`src/rtl/atm_txn_arbiter_if.sv`:
```
// atm_txn_arbiter_if -- terminal request/response bus plus account-memory port.
//   slave  : arbiter side (takes req*, mem_rdata; drives grant/done/resp*/mem_*)
//   master : terminals + memory side (the opposite directions)
interface atm_txn_arbiter_if;
  logic [3:0]  req;
  logic [7:0]  req_op;
  logic [31:0] req_card;
  logic [63:0] req_amount;
  logic [3:0]  grant;
  logic [3:0]  done;
  logic [7:0]  resp_status;
  logic [15:0] resp_balance;
  logic [7:0]  mem_addr;
  logic [15:0] mem_rdata;
  logic        mem_we;
  logic [15:0] mem_wdata;

  modport slave (
    input  req, req_op, req_card, req_amount, mem_rdata,
    output grant, done, resp_status, resp_balance, mem_addr, mem_we, mem_wdata
  );
  modport master (
    output req, req_op, req_card, req_amount, mem_rdata,
    input  grant, done, resp_status, resp_balance, mem_addr, mem_we, mem_wdata
  );
endinterface

```
`src/rtl/atm_txn_arbiter.sv`:
```
// atm_txn_arbiter -- round-robin arbiter for 4 ATM terminals sharing one
// account memory. The winner's transaction walks status -> balance -> limit
// reads, then executes (balance / withdraw / deposit) and pulses done.
// Ports:
//   clk  rising-edge clock
//   rst  synchronous active-high reset
//   bus  atm_txn_arbiter_if.slave: req/req_op/req_card/req_amount in,
//        grant/done/resp_status/resp_balance out, mem_addr/mem_we/mem_wdata
//        out, mem_rdata in (valid one cycle after mem_addr).
// Build option: ATM_ARB_DAILY_LIMIT_EN adds the RD_LIM read and the withdraw
// limit check; without it RD_BAL goes straight to EXEC.
module atm_txn_arbiter (
  input logic             clk,
  input logic             rst,
  atm_txn_arbiter_if.slave bus
);
  typedef enum logic [2:0] {IDLE, RD_STAT, RD_BAL, RD_LIM, EXEC, RESP} state_e;

  localparam logic [7:0] ST_OK    = 8'h00;
  localparam logic [7:0] ST_CARD  = 8'h01;
  localparam logic [7:0] ST_FUNDS = 8'h03;
  localparam logic [7:0] ST_LIMIT = 8'h04;
  localparam logic [7:0] ST_OVF   = 8'h05;
  localparam logic [7:0] ST_OP    = 8'h06;

  state_e      state_q, state_d;
  logic [3:0]  grant_q, grant_d;
  logic [1:0]  owner_q, owner_d;
  logic [1:0]  last_q, last_d;
  logic [1:0]  op_q, op_d;
  logic [7:0]  card_q, card_d;
  logic [15:0] amt_q, amt_d;
  logic [7:0]  rst_q, rst_d;   // resp_status register
  logic [15:0] rbal_q, rbal_d; // resp_balance register
`ifdef ATM_ARB_DAILY_LIMIT_EN
  logic [15:0] bal_q, bal_d;
`endif

  logic [7:0]  mem_addr_c;
  logic        mem_we_c;
  logic [15:0] mem_wdata_c;
  logic [3:0]  done_c;
  logic [1:0]  pick, cand;
  logic        found;
  logic [7:0]  base;
  logic [15:0] bal_v;
  logic [16:0] sum;

  always_comb begin
    state_d = state_q; grant_d = grant_q; owner_d = owner_q; last_d = last_q;
    op_d = op_q; card_d = card_q; amt_d = amt_q; rst_d = rst_q; rbal_d = rbal_q;
`ifdef ATM_ARB_DAILY_LIMIT_EN
    bal_d = bal_q;
    bal_v = bal_q;
`else
    bal_v = bus.mem_rdata;  // balance word arrives in EXEC when RD_LIM is absent
`endif
    mem_addr_c = 8'h00; mem_we_c = 1'b0; mem_wdata_c = 16'h0000; done_c = 4'b0000;
    base = {card_q[5:0], 2'b00};
    sum  = {1'b0, bal_v} + {1'b0, amt_q};
    // Round robin: scan last+1, last+2, ... last+4 (== last) and keep the first hit.
    found = 1'b0; pick = 2'd0; cand = 2'd0;
    for (int k = 1; k < 5; k++) begin
      cand = last_q + 2'(k);
      if (!found && bus.req[cand]) begin
        pick  = cand;
        found = 1'b1;
      end
    end

    case (state_q)
      IDLE: if (found) begin
        grant_d = 4'b0001 << pick;
        owner_d = pick;
        op_d    = bus.req_op[2*pick +: 2];
        card_d  = bus.req_card[8*pick +: 8];
        amt_d   = bus.req_amount[16*pick +: 16];
        state_d = RD_STAT;
      end
      RD_STAT: if (card_q > 8'd8) begin
        rst_d = ST_CARD; rbal_d = 16'h0000; state_d = RESP;
      end else begin
        mem_addr_c = base + 8'd2;
        state_d    = RD_BAL;
      end
      RD_BAL: if (bus.mem_rdata != 16'h0001) begin
        rst_d = ST_CARD; rbal_d = 16'h0000; state_d = RESP;
      end else begin
        mem_addr_c = base + 8'd1;
`ifdef ATM_ARB_DAILY_LIMIT_EN
        state_d = RD_LIM;
`else
        state_d = EXEC;
`endif
      end
`ifdef ATM_ARB_DAILY_LIMIT_EN
      RD_LIM: begin
        bal_d      = bus.mem_rdata;
        mem_addr_c = base + 8'd3;
        state_d    = EXEC;
      end
`endif
      EXEC: begin
        // mem_rdata holds the limit word here when RD_LIM is built in.
        mem_addr_c = base + 8'd1;
        rbal_d     = bal_v;
        rst_d      = ST_OK;
        state_d    = RESP;
        case (op_q)
          2'b01: begin
`ifdef ATM_ARB_DAILY_LIMIT_EN
            if (amt_q > bus.mem_rdata) rst_d = ST_LIMIT;
            else
`endif
            if (amt_q > bal_v) rst_d = ST_FUNDS;
            else begin
              mem_we_c = 1'b1; mem_wdata_c = bal_v - amt_q; rbal_d = bal_v - amt_q;
            end
          end
          2'b10: if (sum[16]) rst_d = ST_OVF;
                 else begin
                   mem_we_c = 1'b1; mem_wdata_c = sum[15:0]; rbal_d = sum[15:0];
                 end
          2'b11: rst_d = ST_OP;
          default: ;
        endcase
      end
      RESP: begin
        done_c  = grant_q;
        grant_d = 4'b0000;
        last_d  = owner_q;
        state_d = IDLE;
      end
      default: state_d = IDLE;
    endcase
  end

  always_ff @(posedge clk) begin
    if (rst) begin
      state_q <= IDLE; grant_q <= 4'b0000; owner_q <= 2'd0; last_q <= 2'd3;
      op_q <= 2'd0; card_q <= 8'h00; amt_q <= 16'h0000;
      rst_q <= ST_OK; rbal_q <= 16'h0000;
`ifdef ATM_ARB_DAILY_LIMIT_EN
      bal_q <= 16'h0000;
`endif
    end else begin
      state_q <= state_d; grant_q <= grant_d; owner_q <= owner_d; last_q <= last_d;
      op_q <= op_d; card_q <= card_d; amt_q <= amt_d;
      rst_q <= rst_d; rbal_q <= rbal_d;
`ifdef ATM_ARB_DAILY_LIMIT_EN
      bal_q <= bal_d;
`endif
    end
  end

  // Memory strobes are decoded from state; rst masks them so a reset landing
  // on EXEC can never commit a write.
  assign bus.mem_addr     = rst ? 8'h00 : mem_addr_c;
  assign bus.mem_we       = mem_we_c & ~rst;
  assign bus.mem_wdata    = rst ? 16'h0000 : mem_wdata_c;
  assign bus.done         = rst ? 4'b0000 : done_c;
  assign bus.grant        = grant_q;
  assign bus.resp_status  = rst_q;
  assign bus.resp_balance = rbal_q;
endmodule

```
`src/flat_wrapper.sv`:
```
// flat-port wrapper written by rule: the top's interface ports become plain ports
module atm_txn_arbiter_flat 
  (clk, rst, bus_req, bus_req_op, bus_req_card, bus_req_amount, bus_mem_rdata, bus_grant, bus_done, bus_resp_status, bus_resp_balance, bus_mem_addr, bus_mem_we, bus_mem_wdata);
  atm_txn_arbiter_if bus_i ();
  input logic clk;
  input logic rst;
  input wire logic [$bits(bus_i.req)-1:0] bus_req;
  input wire logic [$bits(bus_i.req_op)-1:0] bus_req_op;
  input wire logic [$bits(bus_i.req_card)-1:0] bus_req_card;
  input wire logic [$bits(bus_i.req_amount)-1:0] bus_req_amount;
  input wire logic [$bits(bus_i.mem_rdata)-1:0] bus_mem_rdata;
  output wire logic [$bits(bus_i.grant)-1:0] bus_grant;
  output wire logic [$bits(bus_i.done)-1:0] bus_done;
  output wire logic [$bits(bus_i.resp_status)-1:0] bus_resp_status;
  output wire logic [$bits(bus_i.resp_balance)-1:0] bus_resp_balance;
  output wire logic [$bits(bus_i.mem_addr)-1:0] bus_mem_addr;
  output wire logic [$bits(bus_i.mem_we)-1:0] bus_mem_we;
  output wire logic [$bits(bus_i.mem_wdata)-1:0] bus_mem_wdata;
  assign bus_i.req = bus_req;
  assign bus_i.req_op = bus_req_op;
  assign bus_i.req_card = bus_req_card;
  assign bus_i.req_amount = bus_req_amount;
  assign bus_i.mem_rdata = bus_mem_rdata;
  assign bus_grant = bus_i.grant;
  assign bus_done = bus_i.done;
  assign bus_resp_status = bus_i.resp_status;
  assign bus_resp_balance = bus_i.resp_balance;
  assign bus_mem_addr = bus_i.mem_addr;
  assign bus_mem_we = bus_i.mem_we;
  assign bus_mem_wdata = bus_i.mem_wdata;
  atm_txn_arbiter u_core (.clk(clk), .rst(rst), .bus(bus_i));
endmodule
```
`config.mk`:
```
export PLATFORM = sky130hd
export DESIGN_NAME = atm_txn_arbiter_flat
export DESIGN_NICKNAME = d
export VERILOG_FILES = /design/src/rtl/atm_txn_arbiter_if.sv /design/src/rtl/atm_txn_arbiter.sv /design/src/flat_wrapper.sv
export SDC_FILE = /design/constraint.sdc
export NUM_CORES = 1
export LEC_CHECK = 0
export BUFFER_PORTS_ARGS = -buffer_cell sky130_fd_sc_hd__buf_4
export CAP_MARGIN = 5
export CORE_MARGIN = 2
export CORE_UTILIZATION = 25
export CTS_BUF_LIST = sky130_fd_sc_hd__clkbuf_8
export DETAILED_ROUTE_END_ITERATION = 8
export HOLD_SLACK_MARGIN = 0.15
export PLACE_DENSITY = 0.49
export SETUP_SLACK_MARGIN = 0.02
export SLEW_MARGIN = 20
export SYNTH_ARGS = -nofsm -noshare
export SYNTH_HDL_FRONTEND = slang
export SYNTH_SLANG_ARGS = --single-unit
```
`constraint.sdc`:
```
create_clock -name clk -period 3 [get_ports clk]
set_input_delay 0.15 -clock clk [delete_from_list [all_inputs] [get_ports clk]]
set_output_delay 0.15 -clock clk [all_outputs]
set_load 0.02 [all_outputs]
```
# Word level (Yosys, flattened, before mapping)
# Index checks and enable logic that the tools add are counted.
# word_totals
regBits,61
out_inout_bits,57
# op_classes
n_addsub,7
magnitude_cmp,6
n_eq_ne,11
shifts,4
n_mux,49
bitwise,2
n_reduce_logical,12
# op_table
cell,n
$mux W16,8
$pmux W8 S3,3
$pmux W16 S2,2
$shiftx A64 B7 Y16,1
$pmux W16 S3,1
$mux W8,5
$shiftx A32 B6 Y8,1
$add A16 B16 Y17,1
$gt A16 B16 Y1,1
$ne A16 B1 Y1 const B,1
$sub A16 B16 Y16,1
$lt A2 B3 Y1 const B,4
$mux W1,12
$mux W4,3
$pmux W3 S4,1
$mux W2,5
$mux W3,3
$add A8 B1 Y8 const B,1
$add A8 B2 Y8 const B,1
$bmux W1 S2,4
$gt A8 B4 Y1 const B,1
$pmux W4 S2,1
$shiftx A8 B4 Y2,1
$eq A3 B3 Y1 const B,2
18 further kinds,27

# Depth between registers and ports, before layout
# depth
ltp_word,16
depth_mapped,13

# Worst setup path before layout
# Ideal clock, no wire load.
# synth_path
path_kind,register to register
start,reg u_core.amt_q[7]
end,"reg u_core.rbal_q[5], in the netlist u_core.bus.resp_balance[5]"
t_arrival_ns,3.081
t_required_ns,2.938
setup_slack_ns,-0.143
path_stages_with_launch,12
path_buffers,1
synth_period_minus_slack_ns,3.143
cell_sequence,dfxtp_1 inv_1 ha_1 buf_4 inv_4 a2111oi_4 a2111oi_1 or4_4 a211o_1 o221a_1 nor3_1 a221o_1
# synth_between
elab_chain_len,4
word_cells_on_any_way,6
# synth_rtl
item,line_no,rtl
"start, declared",atm_txn_arbiter.sv:32,"logic [15:0] amt_q, amt_d;"
"start signal, assigned",atm_txn_arbiter.sv:148,op_q <= op_d; card_q <= card_d; amt_q <= amt_d;
$add A16 B16 Y17 / $gt A16 B16 Y1 (equally long branches),"atm_txn_arbiter.sv:60, atm_txn_arbiter.sv:115",
"$mux W16, on equally long branches","atm_txn_arbiter.sv:120, atm_txn_arbiter.sv:115",
$pmux W16 S2 *,atm_txn_arbiter.sv:109,case (op_q)
$pmux W16 S3 *,atm_txn_arbiter.sv:71,case (state_q)
"end signal, assigned",atm_txn_arbiter.sv:149,rst_q <= rst_d; rbal_q <= rbal_d;
"end, declared",atm_txn_arbiter.sv:34,"logic [15:0] rbal_q, rbal_d;"
# Every way passes the cells marked *; elsewhere a longest branch is shown, timed or not.
# A chain may end at the register's enable or synchronous reset.

# Worst setup path in the final report
# layout_path
start,reg u_core.amt_q[0]
end,out bus_mem_wdata[5]
# layout_between
elab_chain_len,5
word_cells_on_any_way,8
# layout_rtl
item,line_no,rtl
$add A16 B16 Y17 (tied with other cells),atm_txn_arbiter.sv:60,"sum = {1'b0, bal_v} + {1'b0, amt_q};"
"$mux W16, on equally long branches","atm_txn_arbiter.sv:120, atm_txn_arbiter.sv:115",
$pmux W16 S2 *,atm_txn_arbiter.sv:109,
$mux W16 *,atm_txn_arbiter.sv:71,
$mux W16 *,atm_txn_arbiter.sv:160,assign bus.mem_wdata = rst ? 16'h0000 : mem_wdata_c;
"end, declared",flat_wrapper.sv:18,output wire logic [$bits(bus_i.mem_wdata)-1:0] bus_mem_wdata;
# Marks and branches as above.

==> results.txt <==
CTS root buf -> clkbuf_8
Via density -> 4.94
Final nets -> 1178
Iter 0 DRT Violations -> 385
via count -> 6344
Pleak -> 3.61 nW
# diodes -> 0
worst vdd ir -> 0.300 mV
pin count of the biggest net entering global routing -> 53
Unique masters post-synth -> 69
pwr/cell area -> 787 mW/mm2
skew final -> 14.4 ps
IO Port Bufs -> 177
Clock Latency Late Sink -> 350 ps
Final Max Slew Viols -> 0
final wirelength -> 21400 um
register area share after synthesis -> 0.217
fraction of layout cells with a size suffix above 1 -> 0.360
post-DP HPWL -> 16800 um
crit share post-route -> 1.13
RSZ-0062 raised after global routing -> true
top_reg_cell synth -> dfxtp_1
final non-filler cell total -> 1284
Synth top area share -> 0.217
synth-to-layout area growth -> 57.3%
setup violators final -> 20
layout filler cell count -> 2217
Die Span Y -> 148 um
Post-synth EDFFs -> 0
CTS tree -> done
CP required -> 2850 ps
Max Cap Viol -> 0
Synth area leader -> dfxtp_1
deepest clock path buffer count -> 2
Die X -> 148 um
Initial Utilization -> 0.255
cell with the most instances after synthesis -> nand2_1
1st-pass router iterations -> 6
initial antenna violation count -> 0
commonest cells in the netlist -> nand2_1 (151), nand3_1 (88), dfxtp_1 (56), a21oi_1 (54), nor2_1 (45)
worst setup margin -> -384 ps
remaining global-route overflow -> 0
Post-Place Setup Slack -> -394 ps
synthesized area -> 0.00518 mm2
CP dominant cell by count -> buf_6
CP max-delay cell -> or4_4
post-synthesis cell count -> 753
Placed Cells incl. Taps -> 1260
first-pass GRT wire length -> 33000 um
Worst Setup Start Kind -> flip-flop
max_slew headroom -> 0.388
Core Area -> 0.0203 mm2
failing checks -> setup timing
Die Area -> 0.0219 mm2
CP Capture Type -> output pin
Final min period -> 3380 ps
Rows -> 52
FFs w/ async S/R, synth -> 0
Hold WC Path Type -> in2reg
Placer Congestion -> 0.872
CP max stage delay -> 440 ps
Final Hold Vio Count -> 0
Tot GR Track Use -> 0.191
Ports -> 183
post-route ant nets -> 0
Least-Margin Pin Slew -> 918 ps
critical-path cell list -> ha_4, inv_2, fa_2, nor2_4, o211ai_1, a2111oi_2, or4_4, buf_6, a211o_4, buf_6, o221a_1, nor3_2, buf_4
number of synthesis warnings -> 0
crit path kind -> reg2out
Num CTS Buffers -> 5
Avg WL per Cell -> 16.7 um
Seq cells post-synth -> 56
Max Fclk -> 296 MHz
clock-pin slew on the worst setup and hold paths -> 130 ps
vias in the first global route -> 6065
Crit path arrival time -> 3230 ps
Critical Path Fanout Max -> 7
drt drc -> 0
# H-tree levels -> 2
average size of a mapped cell -> 6.87 um2
synth top area cells -> dfxtp_1 (22%), nand2_1 (11%), ha_1 (8.9%)
Num Clock Sinks -> 56
outcome -> finished, violations left
-- cell families after synthesis --
| family | count (synthesis) | share of synthesized area |
|---|---|---|
| AOI/OAI and AO/OA | 197 | 0.275 |
| xor gates and xnor gates | 4 | 0.00677 |
| adders and majority gates | 39 | 0.0972 |
| buffers and inverters | 97 | 0.0776 |
| DFF | 56 | 0.217 |
| other | 1 | 0.000724 |
| and+or+nand+nor | 359 | 0.326 |
-- stage by stage --
step                utilization  cell area, um2  setup TNS, ps  hold slack [ps]  power (mW)
floorplan                     -            5200           -408              290        3.59
global placement          0.370            7520          -5870              431        5.40
detailed placement        0.370            7520          -7770              433        5.43
CTS                       0.389            7900          -5390              163        6.14
global route              0.401            8140          -9100              199        6.92
finish                    0.401            8140          -5290              177        6.41
-- registers in the layout, indices dropped and copies added (netlist names) --
name,cells
u_core.last_q,2
u_core.state_q,3
u_core.owner_q,2
u_core.bus.grant,4
u_core.op_q,2
u_core.bus.resp_balance,16
u_core.bus.resp_status,3
u_core.amt_q,16
u_core.card_q,8
-- worst max-delay path: cells and delay by family (launching register included) --
family | cells | cell delay [ps]
AOI/OAI and AO/OA | 4 | 950
and+or+nand+nor | 3 | 650
buffers and inverters | 4 | 530
adders and majority gates | 2 | 390
DFF | 1 | 360
-- path summary, 6_finish.rpt --
path                                           from                                      end  slack [ps]  cells past startpoint
max reg2reg            u_core.amt_q[0]$_SDFFE_PP0P_  u_core.bus.resp_balance[5]$_SDFFE_PP0P_         -40                     14
min reg2reg  u_core.bus.resp_status[1]$_SDFFE_PP0P_   u_core.bus.resp_status[1]$_SDFFE_PP0P_         470                      2
min                                bus_req_card[30]            u_core.card_q[6]$_SDFFE_PP0P_         180                      5
max                    u_core.amt_q[0]$_SDFFE_PP0P_                         bus_mem_wdata[5]        -380                     13
-- area by class of cell --
cell class / count / area [um2] / area share
multi-input cells: 604 / 4030 / 0.495
repair buffers: 303 / 2380 / 0.292
flip-flops and latches: 56 / 1130 / 0.139
well taps: 270 / 338 / 0.0415
inverters: 43 / 164 / 0.0201
clock buffers: 5 / 68.8 / 0.00845
clock inverters: 3 / 33.8 / 0.00415
-- cell usage in the layout, fill, tap and decap left out, types with 5 or more instances in the layout --
cell type,instances
and2_1,14
a21o_1,6
o21a_1,5
dfxtp_1,52
nand2b_1,8
buf_4,281
a221o_1,12
o21ai_0,21
a32oi_1,5
nand3_1,88
a221oi_4,7
ha_1,32
a211oi_1,5
buf_6,9
a221oi_2,5
nor4_1,7
a21oi_1,53
nor2_1,42
nor3_1,7
o31ai_1,9
o22ai_1,5
inv_1,41
nand2_1,151
conb_1,5
nor2b_1,10
dlygate4sd3_1,9
nor3_2,5
clkbuf_8,5
o211ai_1,6
-- power by group --
group          switching [mW]  internal (mW)
Combinational            2.67           2.07
Clock                   0.328          0.177
Sequential              0.187          0.975
Total                    3.18           3.23
-- routing by layer --
metal,share of wire,vias to the layer above,global-route usage
met5,0,-,0
met4,0.016,0,0.0505
met3,0.069,18,0.0441
met2,0.46,202,0.310
met1,0.46,2905,0.255
li1,-,3219,-
-- timing repair --
action / 4_1_cts / 5_1_grt
resized for setup: 41 / 30
pin swaps: 14 / 4
buffers inserted: 1 / 7
setup endpoints to repair: 33 / 33
cloned: 1 / 0
endpoints found under the hold margin: 9 / 0
hold buffers: 9 / 0
No activity file was read; power rests on OpenSTA's default activity.
